`config.mk`:
```
export PLATFORM = sky130hd
export DESIGN_NAME = pipeline_ctrl
export DESIGN_NICKNAME = d
export VERILOG_FILES = /design/src/rtl/pipeline_ctrl.sv
export SDC_FILE = /design/constraint.sdc
export NUM_CORES = 1
export LEC_CHECK = 0
export ABC_CLOCK_PERIOD_IN_PS = 3500
export BUFFER_PORTS_ARGS = -buffer_cell sky130_fd_sc_hd__buf_2
export CAP_MARGIN = 20
export CELL_PAD_IN_SITES_DETAIL_PLACEMENT = 1
export CELL_PAD_IN_SITES_GLOBAL_PLACEMENT = 1
export CORE_ASPECT_RATIO = 1.1
export CORE_MARGIN = 2
export CORE_UTILIZATION = 40
export DETAILED_ROUTE_END_ITERATION = 6
export PLACE_DENSITY_LB_ADDON = 0.1
export RECOVER_POWER = 25
export SYNTH_ARGS = -nofsm -noshare
export SYNTH_HDL_FRONTEND = slang
export SYNTH_SLANG_ARGS = --single-unit
export TNS_END_PERCENT = 10
```
`constraint.sdc`:
```
create_clock -name clk_i -period 3.5 [get_ports clk_i]
set_clock_uncertainty 0.15 [all_clocks]
set_input_delay 0.175 -clock clk_i [delete_from_list [all_inputs] [get_ports clk_i]]
set_output_delay 0.175 -clock clk_i [all_outputs]
set_load 0.02 [all_outputs]
```
`src/rtl/pipeline_ctrl.sv`:
```
// Pipeline hazard controller: decodes the ID-stage hazard_op into PC / IF/ID / ID/EX
// enable and flush strobes, sequences redirect bubbles, counts stalls/flushes, stall watchdog.
module pipeline_ctrl #(
  parameter int unsigned FLUSH_CYCLES = 1,
  parameter int unsigned MAX_STALL    = 4,
  parameter int unsigned CNT_W        = 32
) (
  input  logic             clk_i,
  input  logic             rst_ni,
  input  logic [1:0]       hazard_op_i,
  output logic             pc_en_o,
  output logic             if_id_en_o,
  output logic             if_id_flush_o,
  output logic             id_ex_flush_o,
  output logic [CNT_W-1:0] stall_cnt_o,
  output logic [CNT_W-1:0] flush_cnt_o,
  output logic             stall_timeout_o,
  output logic             illegal_op_o
);

  localparam int unsigned FL_W = (FLUSH_CYCLES > 1) ? $clog2(FLUSH_CYCLES) : 1;
  localparam int unsigned SR_W = $clog2(MAX_STALL + 1);

  localparam logic [1:0] OP_STALL = 2'd1;
  localparam logic [1:0] OP_REDIR = 2'd2;
  localparam logic [1:0] OP_RSVD  = 2'd3;

  typedef enum logic [1:0] {
    ST_RUN   = 2'd0,
    ST_STALL = 2'd1,
    ST_FLUSH = 2'd2
  } state_e;

  state_e            state_q, state_d;
  logic [FL_W-1:0]   flush_left_q, flush_left_d;
  logic [SR_W-1:0]   stall_run_q, stall_run_d;
  logic [CNT_W-1:0]  stall_cnt_q, stall_cnt_d;
  logic [CNT_W-1:0]  flush_cnt_q, flush_cnt_d;
  logic              timeout_q, timeout_d;
  logic              illegal_q, illegal_d;

  logic              is_flush_s;
  logic              is_stall_s;

  function automatic logic [CNT_W-1:0] sat_inc(input logic [CNT_W-1:0] v, input logic en);
    if (en && (v != {CNT_W{1'b1}})) begin
      sat_inc = v + CNT_W'(1);
    end else begin
      sat_inc = v;
    end
  endfunction

  // Classify the cycle: redirect beats an ongoing flush, which beats a stall
  always_comb begin
    is_flush_s = 1'b0;
    is_stall_s = 1'b0;
    if (hazard_op_i == OP_REDIR) begin
      is_flush_s = 1'b1;
    end else if (state_q == ST_FLUSH) begin
      is_flush_s = 1'b1;
    end else if (hazard_op_i == OP_STALL) begin
      is_stall_s = 1'b1;
    end else begin
      is_flush_s = 1'b0;
      is_stall_s = 1'b0;
    end
  end

  // Strobes are same-cycle; reset overrides them so the pipe fills with bubbles
  assign pc_en_o       = rst_ni & ~is_stall_s;
  assign if_id_en_o    = rst_ni & ~is_stall_s;
  assign if_id_flush_o = ~rst_ni | is_flush_s;
  assign id_ex_flush_o = ~rst_ni | is_flush_s | is_stall_s;

  // Next-state for sequencer, watchdog, counters and sticky flags
  always_comb begin
    state_d      = state_q;
    flush_left_d = flush_left_q;
    if (hazard_op_i == OP_REDIR) begin
      flush_left_d = FL_W'(FLUSH_CYCLES - 1);
      state_d      = (FLUSH_CYCLES > 1) ? ST_FLUSH : ST_RUN;
    end else if (state_q == ST_FLUSH) begin
      if (flush_left_q <= FL_W'(1)) begin
        flush_left_d = '0;
        state_d      = ST_RUN;
      end else begin
        flush_left_d = flush_left_q - FL_W'(1);
        state_d      = ST_FLUSH;
      end
    end else if (is_stall_s) begin
      state_d = ST_STALL;
    end else begin
      state_d = ST_RUN;
    end

    if (!is_stall_s) begin
      stall_run_d = '0;
    end else if (stall_run_q >= SR_W'(MAX_STALL)) begin
      stall_run_d = stall_run_q;
    end else begin
      stall_run_d = stall_run_q + SR_W'(1);
    end

    // The cycle that brings the run up to MAX_STALL trips the watchdog
    timeout_d   = timeout_q | (is_stall_s && (stall_run_q >= SR_W'(MAX_STALL - 1)));
    illegal_d   = illegal_q | (hazard_op_i == OP_RSVD);
    stall_cnt_d = sat_inc(stall_cnt_q, is_stall_s);
    flush_cnt_d = sat_inc(flush_cnt_q, is_flush_s);
  end

  // State and statistics registers
  always_ff @(posedge clk_i or negedge rst_ni) begin
    if (!rst_ni) begin
      state_q      <= ST_RUN;
      flush_left_q <= '0;
      stall_run_q  <= '0;
      stall_cnt_q  <= '0;
      flush_cnt_q  <= '0;
      timeout_q    <= 1'b0;
      illegal_q    <= 1'b0;
    end else begin
      state_q      <= state_d;
      flush_left_q <= flush_left_d;
      stall_run_q  <= stall_run_d;
      stall_cnt_q  <= stall_cnt_d;
      flush_cnt_q  <= flush_cnt_d;
      timeout_q    <= timeout_d;
      illegal_q    <= illegal_d;
    end
  end

  assign stall_cnt_o     = stall_cnt_q;
  assign flush_cnt_o     = flush_cnt_q;
  assign stall_timeout_o = timeout_q;
  assign illegal_op_o    = illegal_q;

endmodule

```
==> results of run 1 <==
## cell families after synthesis
family	after synthesis	synth area share [%]
mux	3	0.9741
compound gates	10	2.885
simple gates	148	24.95
xor+xnor	62	16.26
flops	69	51.70
buf+inv	8	1.723
fa+ha+maj	4	1.499
## per-layer routing
metal  wire (um)  global-route usage, %
met5           0                      0
met4         191                  7.809
met3         284                  3.904
met2        4291                  34.30
met1        3486                  22.74
## through the flow
stage,hold WS [ps],instances,power (mW)
after CTS,140.1,499,2.108
after floorplan,-270.6,304,1.166
after detailed placement,124.2,480,1.301
after global routing,164.7,499,2.180
after global placement,123.9,480,1.292
final,144.8,499,2.080
## critical path, stage by stage, from the launching register on
cell and delay [ps]:
dfrtp_1 450, ha_1 240, nand4_1 130, or4_4 570, o31a_1 520, and3_2 320
xor2_1 130
## worst max path at each step
stage	cells past startpoint	from	end	slack (ps)
4_1_cts	6	stall_cnt_o[0]	stall_cnt_o[23]	870
5_1_grt	6	stall_cnt_o[0]	stall_cnt_o[25]	720
3_5_place_dp	6	stall_cnt_o[0]	stall_cnt_o[23]	880
3_3_place_gp	6	stall_cnt_o[0]	stall_cnt_o[6]	980
6_report	6	stall_cnt_o[0]	stall_cnt_o[6]	880
2_1_floorplan	7	stall_cnt_o[0]	stall_cnt_o[6]	1040
## flip-flops by register name, summed over array words and instances, names as in the netlist
signal and cells:
flush_cnt_o 32, illegal_op_o 1, stall_cnt_o 32, stall_run_q 3, stall_timeout_o 1
## where the power goes
| part | internal (mW) | leakage (nW) | switching, mW |
|---|---|---|---|
| clock | 0.493 | 0.121 | 0.303 |
| combinational | 0.117 | 0.825 | 0.195 |
| sequential | 0.865 | 0.934 | 0.106 |
| total | 1.48 | 1.88 | 0.604 |
## layout make-up
class | count | area (um2)
Sequential cell | 69 | 1727
Fill cell | 941 | 3954
Tap cell | 108 | 135.1
Timing Repair Buffer | 78 | 382.9
Multi-Input combinational cell | 227 | 1555
Clock buffer | 12 | 145.1
Clock inverter | 4 | 95.09
Inverter | 1 | 3.754
## synthesized netlist by cell type, drive strengths merged (3+ instances only)
library cell / count / area (um2)
a21oi: 3 / 15.01
and2: 5 / 31.28
and3: 14 / 90.08
and4: 3 / 26.28
buf: 5 / 46.28
dfrtp: 69 / 1727
ha: 4 / 50.05
nand2: 33 / 123.9
nand2b: 3 / 18.77
nand3: 19 / 100.1
nand4: 33 / 206.5
nor2: 12 / 45.04
nor3: 9 / 45.04
nor4: 8 / 65.06
xnor2: 43 / 376.6
xor2: 19 / 166.4
## what timing repair did
item                      4_1_cts  5_1_grt
hold endpoints to repair       30        0
buffers inserted                0        0
resized for setup               0        0
hold buffers                    3        0
==> results.py, run 1 <==
metrics = {
    "run_status": {
        "outcome": "finished clean",
    },
    "synth": {
        "seq_area_frac_synth_pct": 51.70,
        "ys_warn_count": 0,
        "synthCells": 304,
        "syn-num-nets": 312,
        "synth-main-ff-cell": "dfrtp_1",
        "synth-seq-cells": 69,
        "ys_types": 41,
        "synthArstFlopShare_pct": 100.0,
        "syn_avg_cell_area_um2": 10.99,
        "synth_edf_count": 0,
        "syn_area_mm2": 0.003339,
    },
    "global_route": {
        "grt_usage_pct": 19.23,
        "grt_pass1_vias": 2861,
        "grt_overflow_total": 0,
        "grt_max_degree": 41,
        "grt_pass1_wl_mm": 13.94,
        "grt_antenna_before_repair": 0,
    },
    "routing": {
        "vias": 2645,
        "wire_per_inst_um": 16.54,
        "vias_per_cell": 5.301,
        "first_pass_iters": 4,
        "routed_wl_mm": 8.254,
        "drc": 0,
        "ant_nets": 0,
        "drt-initial-drc-count": 51,
    },
    "floorplanning": {
        "io_pins": 74,
        "start_util_pct": 41.76,
        "fp.coreArea_mm2": 0.007998,
        "die_h_um": 99.83,
        "fp-row-count": 34,
        "die_w_um": 91.12,
        "die-area_mm2": 0.009097,
    },
    "hold_path": {
        "whs_path_depth": 3,
        "min-delay-start": "hazard_op_i[0]",
        "whs_endpoint": "stall_run_q[0]",
        "hp-class": "input port to flop",
    },
    "timing": {
        "fin_tns_setup_ps": 0,
        "fin_ws_ps": 875.6,
        "rsz0062_at_grt": "false",
        "fmax_ghz": 0.3810,
        "hold_viol_final": 0,
        "setup_viol": 0,
        "finalCritPeriodShare_pct": 74.98,
        "worst_slew_pin_slew_ps": 727.7,
        "drv_slew": 0,
        "slew_headroom_pct": 51.49,
        "post-route-min-period_ps": 2624,
    },
    "setup_path": {
        "reg2reg_setup_slack_ps": 880,
        "r2r_start": "stall_cnt_o[0]",
        "crit_type": "flop to flop",
        "cp-start-kind": "flop",
        "reg2reg_to": "stall_cnt_o[6]",
        "worst_ep_required_time_ps": 3580,
        "crit_arrival_ps": 2700,
        "end_kind": "flop",
        "cp_max_fo": 18,
        "worstRegToRegCells": 6,
    },
    "clocking": {
        "worstSkewPairLatency_ps": 340,
        "path_clk_slew_ps": 70,
        "htreeDepth": 3,
        "cts_made_buffers": 9,
        "cts_tree": "done",
        "root_buffer": "clkbuf_8",
        "cts_buffer_depth": 2,
        "clock_sinks": 69,
    },
    "placement": {
        "placed_area_mm2": 0.003801,
        "routabilityCongestion": 0.7858,
        "post-place-ws_ps": 882.0,
        "port_buffers": 73,
        "dp_hpwl_mm": 5.957,
    },
    "finish": {
        "area_growth_pct": 21.09,
        "diodes": 0,
        "final_core_util_pct": 50.56,
        "final_common_cell": "dfrtp_1",
        "drive_above_1_share_pct": 20.20,
        "layout.nets": 394,
        "postLayoutCellArea_mm2": 0.004044,
        "final_cell_mix": "dfrtp_1 (69), buf_2 (51), xnor2_1 (43)",
    },
    "pwr": {
        "p_per_area_mw_per_mm2": 514.3,
        "leakage_nw": 1.880,
        "worst_ir_drop_vdd_uv": 310.3,
    },
    "flow_run": {
        "maxCapViolCount": 0,
    },
}
No activity file was read; power rests on OpenSTA's default activity.
==> run 2, diff against run 1 <==
--- a/config.mk
+++ b/config.mk
@@ -5,7 +5,8 @@
 export SDC_FILE = /design/constraint.sdc
 export NUM_CORES = 1
 export LEC_CHECK = 0
-export ABC_CLOCK_PERIOD_IN_PS = 3500
+export ABC_AREA = 1
+export ABC_CLOCK_PERIOD_IN_PS = 2700
 export BUFFER_PORTS_ARGS = -buffer_cell sky130_fd_sc_hd__buf_2
 export CAP_MARGIN = 20
 export CELL_PAD_IN_SITES_DETAIL_PLACEMENT = 1
==> constraint.sdc (replaced) <==
create_clock -name clk_i -period 2.7 [get_ports clk_i]
set_clock_uncertainty 0.15 [all_clocks]
set_input_delay 0.135 -clock clk_i [delete_from_list [all_inputs] [get_ports clk_i]]
set_output_delay 0.135 -clock clk_i [all_outputs]
set_load 0.02 [all_outputs]
==> run 2 against run 1 <==
Net effect: sequential share of layout area decreased by 9.0 points; synthesized cell count increased by 120%; register-to-register slack got worse by 350 ps; combinational power increased by 8.3%; via count increased by 69%; final cell count increased by 77%; first-iteration DRC count increased by 110%; non-clock buffer count increased by 1.
==> results.py, run 2 <==
metrics = {
    "setup_path": {
        "end_kind": "primary output",
        "r2r_start": "flush_cnt_o[0]",
        "reg2reg_setup_slack_ps": 530,
        "worst_ep_required_time_ps": 2410,
        "cp_max_fo": 40,
        "cp-start-kind": "input port",
        "cp_cell_sequence": "dlygate4sd3_1, clkbuf_2, inv_1, nor2_1, nand2_1, buf_2",
        "reg2reg_to": "flush_cnt_o[0]",
        "crit_arrival_ps": 1970,
        "slowest_stage": "clkbuf_2",
        "crit_type": "input port to primary output",
        "slowest_delay_ps": 760,
        "worstRegToRegCells": 10,
    },
    "routing": {
        "drc": 0,
        "wl_met2_mm": 6.967,
        "vias": 4462,
        "dr_wl_met3_um": 331,
        "drt-initial-drc-count": 109,
        "routed_wl_mm": 13.16,
        "vias_per_cell": 5.042,
        "met1_length_mm": 5.558,
        "ant_nets": 0,
        "first_pass_iters": 4,
        "wire_per_inst_um": 14.87,
        "top_signal_layer_used": "met4",
    },
    "synth": {
        "syn_avg_cell_area_um2": 6.624,
        "synth_compound_area_share_pct": 2.185,
        "synth_top_family_by_area": "simple AND/OR/NAND/NOR gates",
        "synthCells": 657,
        "synth_edf_count": 0,
        "synthTopCellsByArea": "dfrtp_1 (40%), nand2_1 (24%), nor2_1 (8.7%)",
        "ys_types": 24,
        "synthXorXnorAreaFrac_pct": 3.220,
        "syn-num-nets": 665,
        "synth_adder_area_share_pct": 1.150,
        "synth-seq-cells": 69,
        "ys_warn_count": 0,
        "synthMostInstantiatedCell": "nand2_1",
        "syn_area_mm2": 0.004352,
        "synth_top_area_share_pct": 39.68,
        "synth-main-ff-cell": "dfrtp_1",
        "muxShareOfSynthArea_pct": 0,
        "synthSimpleGateAreaFrac_pct": 46.38,
        "synth_common_cells": "nand2_1 (284), nor2_1 (101), dfrtp_1 (69)",
        "synthArstFlopShare_pct": 100.0,
        "seq_area_frac_synth_pct": 39.68,
        "post-synth-top-area-cell": "dfrtp_1",
    },
    "floorplanning": {
        "start_util_pct": 41.48,
        "io_pins": 74,
        "die_w_um": 103.5,
        "fp-row-count": 39,
        "die-area_mm2": 0.01173,
        "die_h_um": 113.4,
        "fp.coreArea_mm2": 0.01049,
    },
    "clocking": {
        "worstSkewPairLatency_ps": 330,
        "post-cts-setup-buffers": 0,
        "cts_tree": "done",
        "path_clk_slew_ps": 60,
        "cts_made_buffers": 9,
        "cts_buffer_depth": 2,
        "clock_sinks": 69,
        "htreeDepth": 3,
        "root_buffer": "clkbuf_16",
    },
    "finish": {
        "final_cell_mix": "nand2_1 (284), nor2_1 (101), dfrtp_1 (69)",
        "diodes": 0,
        "final_common_cell": "nand2_1",
        "area_growth_pct": 17.77,
        "layout.nets": 745,
        "drive_above_1_share_pct": 12.13,
    },
    "run_status": {
        "outcome": "finished clean",
    },
    "pwr": {
        "p_per_area_mw_per_mm2": 512.7,
        "power_mw": 2.628,
        "worst_ir_drop_vdd_uv": 269.4,
        "leakage_nw": 2.418,
    },
    "timing": {
        "finalCritPeriodShare_pct": 83.68,
        "hold_viol_final": 0,
        "worst_slew_pin_slew_ps": 1001,
        "slew_headroom_pct": 33.24,
        "whs_ps": 16.90,
        "rsz0062_at_grt": "false",
        "fin_tns_setup_ps": 0,
        "post-route-min-period_ps": 2259,
        "drv_slew": 0,
        "fmax_ghz": 0.4426,
        "setup_viol": 0,
    },
    "placement": {
        "routabilityCongestion": 0.8526,
        "dp_hpwl_mm": 10.22,
        "port_buffers": 73,
    },
    "global_route": {
        "grt_pass1_wl_mm": 21.82,
        "grt_usage_pct": 23.75,
        "grt_max_degree": 41,
        "grt_overflow_total": 0,
        "grt_antenna_before_repair": 0,
        "grt_pass1_vias": 4602,
    },
    "hold_path": {
        "hp-class": "input port to flop",
        "min-delay-start": "hazard_op_i[0]",
        "whs_path_depth": 3,
        "whs_endpoint": "stall_run_q[2]",
    },
    "flow_run": {
        "maxCapViolCount": 0,
    },
}
-- run 2: repair_timing --
action	in CTS	in global routing
hold endpoints to repair	38	0
hold buffers	3	0
gates resized for setup	0	0
-- run 2: area by class of cell --
cell class,instances,area (um2)
Clock buffer,15,267.8
Fill cell,1474,5366
Sequential cell,69,1727
Timing Repair Buffer,79,399.1
Clock inverter,1,5.005
Multi-Input combinational cell,513,2303
Tap cell,143,178.9
Inverter,65,244.0
-- run 2: routing by layer --
layer	global-route usage (%)	up-vias
met2	43.96	75
met4	7.895	0
met3	4.167	21
met1	26.99	2159
met5	0	-
li1	-	2207
-- run 2: logic make-up (layout without fill, tap and decap cells) --
kind of cell             after synthesis  after routing
AND/OR/NAND/NOR                      475            475
XOR/XNOR                              16             16
buffers and inverters                 75            160
AO/OA/AOI/OAI                         18             18
flip-flops                            69             69
adder cells (fa/ha/maj)                4              4
-- run 2: worst max-delay path by stage --
stage              startpoint               to  slack [ps]
2_1_floorplan  flush_cnt_o[0]  flush_cnt_o[20]         810
3_3_place_gp   flush_cnt_o[0]  flush_cnt_o[28]         590
3_5_place_dp   flush_cnt_o[0]  flush_cnt_o[14]         500
4_1_cts        flush_cnt_o[0]  flush_cnt_o[14]         490
5_1_grt                rst_ni    id_ex_flush_o         240
6_report               rst_ni    id_ex_flush_o         440
-- run 2: metrics by stage --
stage | cell area [um2] | utilization [%] | setup WS [ps] | instances
2_1_floorplan | 4352 | - | 814.2 | 657
3_3_place_gp | 4843 | 46.17 | 585.1 | 866
3_5_place_dp | 4843 | 46.17 | 501.0 | 866
4_1_cts | 5146 | 49.05 | 493.5 | 885
5_1_grt | 5125 | 48.85 | 240.7 | 885
6_report | 5125 | 48.85 | 440.6 | 885
-- run 2: where the power goes --
| group | leakage [nW] | switching [mW] | total [mW] | internal, mW |
|---|---|---|---|---|
| clock network | 0.134 | 0.434 | 1.11 | 0.672 |
| registers | 0.945 | 0.0882 | 1.18 | 1.09 |
| logic | 1.34 | 0.228 | 0.339 | 0.111 |
| total | 2.42 | 0.750 | 2.63 | 1.88 |
-- run 2: critical path: cells and delay by family --
family / cells / cell delay, ps
buf+inv: 4 / 1540
simple gates: 2 / 270
